## src/rtl/adc_frame_pkg.sv

```systemverilog
`default_nettype none
// ============================================================
// adc_frame_pkg : shared tag, width and state definitions for
//                 the tagged ADC word stream
// Rev 1.0
// ============================================================
package adc_frame_pkg;

    localparam int SAMPLE_W = 12;
    localparam int WORD_W   = 16;

    localparam logic [3:0] TAG_START = 4'hE;
    localparam logic [3:0] TAG_A     = 4'h1;
    localparam logic [3:0] TAG_B     = 4'h2;
    localparam logic [3:0] TAG_C     = 4'h3;
    localparam logic [3:0] TAG_D     = 4'h4;
    localparam logic [3:0] TAG_END   = 4'hF;

    typedef enum logic [2:0] {
        HUNT = 3'd0,
        H_B  = 3'd1,
        H_C  = 3'd2,
        P_A  = 3'd3,
        P_B  = 3'd4,
        P_C  = 3'd5,
        P_D  = 3'd6
    } adc_state_t;

endpackage
`default_nettype wire

```

## src/rtl/adc_frame_decoder.sv

```systemverilog
`default_nettype none
// ============================================================
// adc_frame_decoder : hunts frame start in the tagged ADC stream
//                     and emits one 4-channel beat per point
// Rev 1.0
// ============================================================
module adc_frame_decoder
    import adc_frame_pkg::*;
#(
    parameter int POINTS_PER_FRAME = 256,
    parameter int PIDX_W           = 14
) (
    input  logic                  clk_50M,
    input  logic                  rst,
    input  logic [WORD_W-1:0]     in_data,
    input  logic                  in_valid,
    output logic                  in_ready,
    output logic [4*SAMPLE_W-1:0] samp_data,
    output logic                  samp_valid,
    input  logic                  samp_ready,
    output logic                  samp_first,
    output logic                  samp_last,
    output logic [PIDX_W-1:0]     point_idx,
    output logic [7:0]            frame_cnt,
    output logic                  frame_done,
    output logic                  err_tag,
    output logic                  err_len,
    output logic                  err_seq,
    output logic                  locked
);

    localparam logic [PIDX_W-1:0] c_last_idx = PIDX_W'(POINTS_PER_FRAME - 1);

    adc_state_t            r_state;
    logic [SAMPLE_W-1:0]   r_ch_a;
    logic [SAMPLE_W-1:0]   r_ch_b;
    logic [SAMPLE_W-1:0]   r_ch_c;
    logic [PIDX_W-1:0]     r_pidx;
    logic [7:0]            r_prev_cnt;
    logic                  r_first_frame;

    logic                  w_accept;
    logic [3:0]            w_tag;
    logic [SAMPLE_W-1:0]   w_sample;
    logic [7:0]            w_hdr_cnt;
    logic                  w_is_last;
    logic                  w_mismatch;

    // A word may enter whenever the output register is empty or draining this cycle.
    assign in_ready  = !(samp_valid && !samp_ready);
    assign w_accept  = in_valid && in_ready;
    assign w_tag     = in_data[WORD_W-1:SAMPLE_W];
    assign w_sample  = in_data[SAMPLE_W-1:0];
    assign w_hdr_cnt = {frame_cnt[7:4], w_tag};
    assign w_is_last = (r_pidx == c_last_idx);

    always_comb begin
        w_mismatch = 1'b0;
        case (r_state)
            P_A:     w_mismatch = (w_tag != TAG_A);
            P_B:     w_mismatch = (w_tag != TAG_B);
            P_C:     w_mismatch = (w_tag != TAG_C);
            P_D:     w_mismatch = (w_tag != TAG_D) && (w_tag != TAG_END);
            default: w_mismatch = 1'b0;
        endcase
    end

    always_ff @(posedge clk_50M) begin
        if (rst) begin
            r_state       <= HUNT;
            r_ch_a        <= '0;
            r_ch_b        <= '0;
            r_ch_c        <= '0;
            r_pidx        <= '0;
            r_prev_cnt    <= '0;
            r_first_frame <= 1'b1;
            samp_data     <= '0;
            samp_valid    <= 1'b0;
            samp_first    <= 1'b0;
            samp_last     <= 1'b0;
            point_idx     <= '0;
            frame_cnt     <= '0;
            frame_done    <= 1'b0;
            err_tag       <= 1'b0;
            err_len       <= 1'b0;
            err_seq       <= 1'b0;
            locked        <= 1'b0;
        end else begin
            frame_done <= 1'b0;
            err_tag    <= 1'b0;
            err_len    <= 1'b0;
            err_seq    <= 1'b0;
            if (samp_valid && samp_ready) begin
                samp_valid <= 1'b0;
            end

            if (w_accept) begin
                if (w_mismatch) begin
                    // Partial point is discarded; a start tag doubles as the next header A.
                    err_tag <= 1'b1;
                    locked  <= 1'b0;
                    if (w_tag == TAG_START) begin
                        r_ch_a  <= w_sample;
                        r_pidx  <= '0;
                        r_state <= H_B;
                    end else begin
                        r_state <= HUNT;
                    end
                end else begin
                    case (r_state)
                        HUNT: begin
                            if (w_tag == TAG_START) begin
                                r_ch_a  <= w_sample;
                                r_pidx  <= '0;
                                r_state <= H_B;
                            end
                        end
                        H_B: begin
                            frame_cnt[7:4] <= w_tag;
                            r_ch_b         <= w_sample;
                            r_state        <= H_C;
                        end
                        H_C: begin
                            frame_cnt[3:0] <= w_tag;
                            r_ch_c         <= w_sample;
                            if (!r_first_frame && (w_hdr_cnt != r_prev_cnt + 8'd1)) begin
                                err_seq <= 1'b1;
                            end
                            r_prev_cnt    <= w_hdr_cnt;
                            r_first_frame <= 1'b0;
                            locked        <= 1'b1;
                            r_state       <= P_D;
                        end
                        P_A: begin
                            r_ch_a  <= w_sample;
                            r_state <= P_B;
                        end
                        P_B: begin
                            r_ch_b  <= w_sample;
                            r_state <= P_C;
                        end
                        P_C: begin
                            r_ch_c  <= w_sample;
                            r_state <= P_D;
                        end
                        P_D: begin
                            samp_valid <= 1'b1;
                            samp_data  <= {w_sample, r_ch_c, r_ch_b, r_ch_a};
                            samp_first <= (r_pidx == '0);
                            samp_last  <= (w_tag == TAG_END);
                            point_idx  <= r_pidx;
                            if (w_tag == TAG_END) begin
                                if (w_is_last) begin
                                    frame_done <= 1'b1;
                                end else begin
                                    err_len <= 1'b1;
                                end
                                locked  <= 1'b0;
                                r_state <= HUNT;
                            end else if (w_is_last) begin
                                err_len <= 1'b1;
                                locked  <= 1'b0;
                                r_state <= HUNT;
                            end else begin
                                r_pidx  <= r_pidx + PIDX_W'(1);
                                r_state <= P_A;
                            end
                        end
                        default: r_state <= HUNT;
                    endcase
                end
            end
        end
    end

endmodule
`default_nettype wire

```

## config.mk

```make
export PLATFORM = sky130hd
export DESIGN_NAME = adc_frame_decoder
export DESIGN_NICKNAME = d
export VERILOG_FILES = /design/src/rtl/adc_frame_pkg.sv /design/src/rtl/adc_frame_decoder.sv
export SDC_FILE = /design/constraint.sdc
export NUM_CORES = 1
export LEC_CHECK = 0
export ABC_AREA = 1
export CAP_MARGIN = 40
export CORE_AREA = 8 8 126 151
export CTS_BUF_LIST = sky130_fd_sc_hd__clkbuf_4
export DETAILED_ROUTE_END_ITERATION = 16
export DIE_AREA = 0 0 134 159
export GPL_TIMING_DRIVEN = 1
export PLACE_DENSITY = 0.66
export RECOVER_POWER = 100
export SYNTH_ARGS = -nofsm -noshare
export SYNTH_HDL_FRONTEND = slang
export SYNTH_SLANG_ARGS = --single-unit
```

## constraint.sdc

```tcl
create_clock -name clk_50M -period 2.79 [get_ports clk_50M]
set_clock_uncertainty 0.1 [all_clocks]
set_input_delay 0.558 -clock clk_50M [delete_from_list [all_inputs] [get_ports clk_50M]]
set_output_delay 0.558 -clock clk_50M [all_outputs]
set_load 0.02 [all_outputs]
```

==> qor.txt, run 1 <==
Hold Crit Endpoint: samp_data[32]
Worst setup SP type: input port
grt total ovfl: 0
Routed Antenna Nets: 0
Net Sw Frac: 35.4%
PwrDens: 640 nW/um^2
global-route track usage on met3: 3.66%
Max Root-Sink Buffers: 2
Sink Count: 136
setup TNS: 0 ps
CTS Root Cell: clkbuf_4
Final Net Count: 1067
Async S/R FF share, synth: 0%
Rows: 52
P_int: 3260 uW
CTS tree: built
Gate power share: 26.1%
FILL cells: 1739
Reg power frac: 45.9%
HPWL after detailed placement: 12200 um
DIE WIDTH: 134 um
Setup WS post-layout: 205 ps
crit path kind: in2out
# H-tree levels: 4
mean routed wirelength per cell: 13.6 um
Reg-to-Reg Start: r_state[0]
GRT busiest layer: met2
CTS resizes: 0
hold_buf cts: 0
Sw Pwr: 1790 uW
number of CTS-inserted buffers: 17
RSZ-0062 raised after global routing: no
core area: 16600 um^2
Synth cell types: 32
status: completed
global-route usage over all layers: 16.6%
Ports: 99
Die H: 159 um
Reg-to-Reg End: r_ch_b[10]
Mapped Area: 6480 um^2
R2R depth: 10
clk slew on worst S/H paths: 130 ps
Slew HR: 59.0%
GP Congestion: 0.845
Vias/cell: 4.75
CP endpoint kind: output port
post-CTS setup repair buffer count: 0
Final setup viols: 0
via count of the first global-routing pass: 5811
Hold Path Stages: 2
Post-Synthesis Cells: 965
Leak: 0.00344 uW
Port-buffer cells: 98
grt met1 use: 19.4%
hold violation total from the final report: 0
most frequent cell after synthesis: nand2_1
clock latency on the worst-skew pair: 570 ps
final worst-path cycle share: 92.6%
syn_area_per_cell: 6.71 um^2
critical path arrival: 1930 ps
Layout Area Growth over Synthesis: 22.1%
largest net degree at the start of global routing: 69
Synth Register Bits: 136
total power: 5060 uW
pre-CTS setup slack: 161 ps
max-slew violations: 0
1st-iter DRT viols: 332
startpoint of the worst hold path: r_ch_c[8]
die area: 21300 um^2
Hold Path Class: reg2reg
reg2reg setup slack: 380 ps
Commonest cells post-synth: nand2_1, dfxtp_1, nor2_1
worst slew pin tran: 615 ps
first-pass GRT wire length: 28800 um
DR pass1 iterations: 5
clock network power share: 28.0%
synth warn: 0
routing usage on met2: 29.0%
VDD IR max: 216 uV
cell taking the most area after synthesis: dfxtp_1
Worst Path Required: 2130 ps
# DRC: 0
Post-synth EDFFs: 0
largest cells by area after synthesis: dfxtp_1, nand2_1, a21oi_1
Seq/Total Area, Yosys: 42.0%
Initial Util: 39.0%
achievable clock frequency: 387 MHz
initial antenna violation count: 1
Synth Net Count: 989
layout cell share with drive strength beyond 1: 6.53%
total wire length: 17300 um
post-synth top area share: 42.0%
worst-path maximum fanout: 3
Synth Flop Type: dfxtp_1
minimum clock period: 2580 ps
MaxCap Viol Count: 0
total number of vias: 6044
## cell usage in the layout, fill, tap and decap left out, drive strengths merged
master | synthesis | routed
nand2 | 343 | 343
dfxtp | 136 | 136
nor2 | 112 | 112
a21oi | 106 | 106
dlygate4sd3 | 0 | 79
inv | 62 | 65
o21ai | 60 | 60
nand3 | 39 | 39
buf | 39 | 22
clkbuf | 22 | 20
clkdlybuf4s50 | 0 | 18
xor2 | 12 | 12
xnor2 | 8 | 8
clkinv | 4 | 8
nand4 | 6 | 6
ha | 4 | 4
nor3 | 3 | 3
o31ai | 3 | 3
bufinv | 0 | 3
clkinvlp | 0 | 3
a31oi | 2 | 2
nor4 | 2 | 2
o211ai | 2 | 2
diode | 0 | 1
## state kept, by name, summed over array words and instances (netlist names), 3 cells and up
register    flops
point_idx      14
r_ch_a         12
r_prev_cnt      5
r_state         3
r_pidx         14
samp_data      48
r_ch_c         12
r_ch_b         12
frame_cnt       7
## per-stage QoR
stage / utilization, % / instances / cell area (um^2) / hold WS, ps
finish: 47.6 / 1273 / 7910 / 364
global placement: 45.6 / 1239 / 7570 / 346
CTS: 47.7 / 1272 / 7910 / 347
floorplan: - / 965 / 6480 / 339
global route: 47.6 / 1273 / 7910 / 357
detailed placement: 45.8 / 1240 / 7600 / 355
## logic make-up after synthesis
kind of cell / synth area share (%)
simple gates: 31.5
buf+inv: 9.37
fa+ha+maj: 0.773
compound gates: 13.7
xor+xnor: 2.70
flops: 42.0
## metal layers
layer	routed length (um)	part of all wire (%)
met2	8630	50
met1	7650	44
met4	252	1.5
met3	727	4.2
met5	0	0
## cell type report
type	instances	area (um^2)	share of cell area, %
Antenna cell	1	2.50	0.0317
Clock buffer	19	143	1.80
Clock inverter	13	169	2.14
Inverter	66	250	3.17
Multi-Input combinational cell	702	3140	39.7
Sequential cell	136	2720	34.4
Tap cell	216	270	3.42
Timing Repair Buffer	120	1210	15.3
## power by group through the flow
stage	combinational, uW	sequential, uW	clock [uW]
6_report	1320	2320	1410
5_1_grt	1520	2360	1540
4_1_cts	1330	2320	1460
3_5_place_dp	1330	2360	0
3_3_place_gp	1300	2370	0
2_1_floorplan	1060	2290	0
## worst max-delay path, stage by stage
cell and delay [ps]:
dlygate4sd3_1 530, nor2_1 40, inv_1 150, clkdlybuf4s50_1 640
## worst max-delay path by stage
stage                           start             to  slack [ps]  depth (start not counted)
after global routing       r_state[0]      r_ch_b[5]         110                         10
final                      samp_ready       in_ready         210                          4
after detailed placement  in_data[13]   samp_data[9]         160                         14
after global placement    in_data[13]  samp_data[18]         190                         14
after floorplan             r_pidx[0]     r_state[0]         860                         11
after CTS                  samp_ready       in_ready         260                          4
No activity file was read; power rests on OpenSTA's default activity.
==> run 2: changes to the inputs <==
- CORE_AREA: 8 8 126 151 -> 8 8 134 161
- DIE_AREA: 0 0 134 159 -> 0 0 142 169
- GPL_TIMING_DRIVEN: 1 -> unset
- PLACE_DENSITY: 0.66 -> 0.6
==> run 2 against run 1 <==
  * Final area up 0.66%
  * Clock power about the same
  * Utilization down 6.0 points
  * Cell count up 3.7%
  * Power about the same
  * Wire length up 1.9%
  * Worst setup slack better by 21 ps
  * First-iteration DRC count up 36%
  * Via count up 0.71%
  * Sequential share of layout area down 0.23 points
  * Critical path type unchanged
  * Highest routed layer unchanged
==> qor.txt, run 2 (same netlist as run 1, synthesis figures left out) <==
critical path arrival: 1910 ps
fin util: 41.6%
VDD IR max: 236 uV
Max Root-Sink Buffers: 2
Gate power share: 26.1%
Ports: 99
# H-tree levels: 4
grt met1 use: 18.2%
clock latency on the worst-skew pair: 540 ps
post-CTS setup repair buffer count: 0
routing usage on met2: 25.7%
Sink Count: 136
Reg power frac: 46.0%
Worst setup SP type: input port
global-route track usage on met3: 2.82%
hold_buf cts: 0
setup TNS: 0 ps
MaxCap Viol Count: 0
total wire length: 17600 um
Layout Area Growth over Synthesis: 22.9%
via count of the first global-routing pass: 5686
Reg with most FFs: samp_data
worst-path maximum fanout: 3
top flop regs: samp_data: 48 flops, point_idx: 14 flops, r_pidx: 14 flops
achievable clock frequency: 390 MHz
most frequent cells in the layout: nand2_1, dfxtp_1, nor2_1
layout cell share with drive strength beyond 1: 6.62%
core area: 19100 um^2
Slew HR: 59.8%
CTS resizes: 0
Rows: 56
Leak: 0.00344 uW
DR pass1 iterations: 5
R2R depth: 11
number of CTS-inserted buffers: 17
CP endpoint: in_ready
clock network power share: 27.8%
initial antenna violation count: 1
minimum clock period: 2560 ps
Routed Antenna Nets: 0
total number of vias: 6087
Reg-to-Reg Start: r_pidx[1]
number of flip-flops in the largest register: 48
reg2reg setup slack: 330 ps
max-slew violations: 0
CTS tree: built
clk slew on worst S/H paths: 130 ps
global-route usage over all layers: 15.0%
largest net degree at the start of global routing: 66
Worst Path Required: 2130 ps
RSZ-0062 raised after global routing: no
commonest non-fill, non-tap cell in the layout: nand2_1
CP endpoint kind: output port
Hold Path Class: in2reg
final hold slack: 336 ps
# DRC: 0
hold violation total from the final report: 0
HPWL after detailed placement: 12400 um
Final Net Count: 1068
status: completed
die area: 24000 um^2
mean routed wirelength per cell: 13.3 um
Port-buffer cells: 98
Die H: 169 um
Net Sw Frac: 37.0%
Vias/cell: 4.61
CP startpoint: samp_ready
final worst-path cycle share: 91.9%
crit path kind: in2out
DIE WIDTH: 142 um
GP Congestion: 0.826
worst slew pin tran: 603 ps
GRT busiest layer: met2
FILL cells: 2021
grt total ovfl: 0
CTS Root Cell: clkbuf_4
PwrDens: 635 nW/um^2
1st-iter DRT viols: 452
Final setup viols: 0
Reg-to-Reg End: r_state[0]
P_int: 3190 uW
Sw Pwr: 1870 uW
Initial Util: 33.9%
first-pass GRT wire length: 28900 um
-- run 2: changes by cell type in the layout (fill, tap and decap cells not counted), sizes merged --
cell and delta:
bufinv -1, clkbuf -1, clkinv -2, clkinvlp -1, diode +1, inv +6
-- run 2: area by class of cell --
class | count | area (um^2) | share of cell area, %
Multi-Input combinational cell | 702 | 3130 | 39.3
Sequential cell | 136 | 2720 | 34.2
Timing Repair Buffer | 121 | 1220 | 15.3
Tap cell | 261 | 327 | 4.10
Inverter | 66 | 250 | 3.14
Clock inverter | 15 | 181 | 2.28
Clock buffer | 17 | 128 | 1.60
Antenna cell | 2 | 5.00 | 0.0629
-- run 2: stage by stage --
stage                     worst slack (ps)  cell area [um^2]  cells  total power [uW]
after floorplan                        858              6480    965              3350
after global routing                   134              7960   1320              5430
after CTS                              253              7980   1318              5140
after detailed placement               175              7670   1286              3710
final                                  226              7960   1320              5060
after global placement                 178              7650   1285              3700
-- run 2: how the worst min path moves through the flow --
stage / cells past startpoint / slack, ps / startpoint / to
2_1_floorplan: 2 / 340 / r_ch_b[0] / samp_data[12]
3_3_place_gp: 2 / 350 / r_ch_c[0] / samp_data[24]
3_5_place_dp: 2 / 350 / r_ch_b[10] / samp_data[22]
4_1_cts: 3 / 300 / rst / r_first_frame
5_1_grt: 3 / 320 / rst / r_first_frame
6_report: 3 / 340 / rst / r_first_frame
-- run 2: power groups by stage --
stage | sequential (uW) | combinational [uW] | clock [uW]
2_1_floorplan | 2290 | 1060 | 0
4_1_cts | 2320 | 1350 | 1470
3_5_place_dp | 2370 | 1340 | 0
3_3_place_gp | 2370 | 1320 | 0
5_1_grt | 2350 | 1520 | 1550
6_report | 2330 | 1320 | 1410
-- run 2: per-layer routing --
| layer | vias up | part of all wire [%] |
|---|---|---|
| met4 | 0 | 0.61 |
| li1 | 3219 | - |
| met2 | 110 | 51 |
| met3 | 6 | 4.2 |
| met1 | 2752 | 45 |
| met5 | - | 0 |
-- run 2: worst max-delay path: stages --
cell	delay, ps
dlygate4sd3_1	530
nor2_1	40
inv_1	130
clkdlybuf4s50_1	640
==> RTL edit, RTL diff (config.mk and constraints of run 2) <==
Register the output `err_seq` once more, with the module's reset; this adds one clock of latency there. The other outputs are not delayed to match.
--- a/src/rtl/adc_frame_decoder.sv
+++ b/src/rtl/adc_frame_decoder.sv
@@ -31,4 +31,6 @@
 
     localparam logic [PIDX_W-1:0] c_last_idx = PIDX_W'(POINTS_PER_FRAME - 1);
+
+    logic err_seq_s0;
 
     adc_state_t            r_state;
@@ -84,5 +86,5 @@
             err_tag       <= 1'b0;
             err_len       <= 1'b0;
-            err_seq       <= 1'b0;
+            err_seq_s0    <= 1'b0;
             locked        <= 1'b0;
         end else begin
@@ -90,5 +92,5 @@
             err_tag    <= 1'b0;
             err_len    <= 1'b0;
-            err_seq    <= 1'b0;
+            err_seq_s0 <= 1'b0;
             if (samp_valid && samp_ready) begin
                 samp_valid <= 1'b0;
@@ -125,5 +127,5 @@
                             r_ch_c         <= w_sample;
                             if (!r_first_frame && (w_hdr_cnt != r_prev_cnt + 8'd1)) begin
-                                err_seq <= 1'b1;
+                                err_seq_s0 <= 1'b1;
                             end
                             r_prev_cnt    <= w_hdr_cnt;
@@ -174,4 +176,12 @@
     end
 
+    always_ff @(posedge clk_50M) begin
+        if (rst) begin
+            err_seq <= '0;
+        end else begin
+            err_seq <= err_seq_s0;
+        end
+    end
+
 endmodule
 `default_nettype wire
Formal check against the unedited RTL: not equivalent (Yosys sat finds a counterexample within 10 cycles, from zero or initial values and one cycle with rst high).
==> RTL edit against run 2 <==
The flow now finishes with violations (capacitance limit, slew limit); setup slack improved by 0.10 ns; design area is 0.50% lower; count of clock-buffer cells in the layout is 1 higher; sequential cell count rose by 1; power fell by 4.8%; routed wire length up 1.5%; synthesized area increased by 0.25%; sequential share of layout area up 0.43 points; critical endpoint unchanged; largest cell class unchanged; highest routed layer unchanged.
==> RTL edit: results (changes against run 2) <==
- Nets: 1082 (+1.3%)
- Clk pin slew, worst setup/hold paths: 0.12 ns
- Asr flop ratio synth: 0 (unchanged)
- H-tree depth: 4 (unchanged)
- CP max FO: 3 (unchanged)
- Post-synthesis sequential area ratio: 0.422 (+0.00203)
- Mapped Nets: 999 (+1.0%)
- Routed vias: 6235 (+2.4%)
- Synth Warn #: 0 (unchanged)
- Final wirelength: 17.9 mm (+1.5%)
- CP Capture Type: primary output
- Least-Margin Pin Slew: 2.03 ns (+1.42 ns)
- Top flop regs: samp_data: 48 flops, point_idx: 14 flops, r_pidx: 14 flops
- Ys flop type: dfxtp_1
- Largest net degree at the start of global routing: 98 (+48%)
- Global Route Usage Sum: 0.149 (-0.000667)
- DRT Pass-1 Iters: 5 (unchanged)
- Max IR drop VDD: 0.257 mV (+9.0%)
- Synth unique cells: 33 (+3.1%)
- HPWL Detailed: 12.3 mm (-1.5%)
- Port Buffers: 98 (unchanged)
- Share of cells above drive strength 1: 0.0644 (-0.00180)
- Max-slew violations: 98 (+98)
- Status: finished, violations left
- Clk_lat worst skew: 0.55 ns
- Max_cap viols: 1 (+1)
- CTS buffer count: 17 (unchanged)
- Fillers: 2065 (+2.2%)
- Post-CTS Resized: 0 (unchanged)
- DP Area: 7750 sq um (+1.1%)
- Pwr Density: 608 nW/um^2 (-4.3%)
- Initial antenna violation count: 1 (unchanged)
- Most frequent cells after synthesis: nand2_1 (343), dfxtp_1 (137), nor2_1 (110)
- Number of DRC markers in iteration 0: 389 (-14%)
- Final GP Congestion: 0.836 (+1.2%)
- First-pass GRT wire length: 28.7 mm (-0.72%)
- Synth area leaders: dfxtp_1 (42%), nand2_1 (20%), a21oi_1 (8.4%), nor2_1 (6.4%), o21ai_0 (4.3%)
- Leak pwr: 3.43 nW (-0.33%)
- Post-CTS setup buffers: 0 (unchanged)
- Bufs on Longest Clock Path: 2 (unchanged)
- Hold Crit Class: register to register
- Failing checks: capacitance limit, slew limit
- Root buffer cell: clkbuf_4
- Vias in the first global route: 5660 (-0.46%)
RTL edit: cell families (layout without fill, tap and decap cells):
logic type,count (synthesis),after routing,share of synthesized area
adders and majority gates,4,4,0.00771
buffers and inverters,133,229,0.0948
xor gates and xnor gates,18,18,0.0243
AOI/OAI and AO/OA,173,173,0.136
and+or+nand+nor,510,510,0.314
other,0,1,0
DFF,137,137,0.422
RTL edit: per-stage QoR:
stage	std cells	power, mW	worst slack [ns]
floorplan	975	3.33	0.690
global placement	1300	3.71	0.121
detailed placement	1300	3.73	0.0357
CTS	1332	4.90	0.383
global route	1333	5.16	0.198
finish	1333	4.81	0.329
RTL edit: path summary, 6_finish.rpt:
| kind | to | slack [ns] | cells after the start | startpoint |
|---|---|---|---|---|
| setup / recovery | in_ready | 0.33 | 4 | samp_ready |
| hold / removal | err_seq | 0.31 | 2 | err_seq_s0 |
| setup reg to reg | samp_data[9] | 0.42 | 12 | r_state[2] |
| hold reg to reg | err_seq | 0.31 | 2 | err_seq_s0 |
RTL edit: worst max-delay path, stage by stage:
cell	delay, ns
clkdlybuf4s50_1	0.45
nor2_1	0.04
inv_1	0.08
dlygate4sd3_1	0.68
RTL edit: power breakdown:
part | switching, mW | internal, mW
Combinational | 0.826 | 0.497
Clock | 0.792 | 0.364
Sequential | 0.204 | 2.13
RTL edit: area by class of cell:
cell class / instances / area share
clock buffers: 18 / 0.0171
inverters: 70 / 0.0333
clock inverters: 14 / 0.0120
multi-input cells: 705 / 0.394
repair buffers: 127 / 0.155
flip-flops and latches: 137 / 0.346
diodes: 1 / 0.000316
well taps: 261 / 0.0412
RTL edit: routing by layer:
layer  up-vias  global-route usage  share of wire
li1       3241                   -              -
met1      2860               0.172           0.44
met2       119               0.263           0.50
met3        15              0.0375          0.048
met4         0              0.0468          0.012
met5         -                   0              0
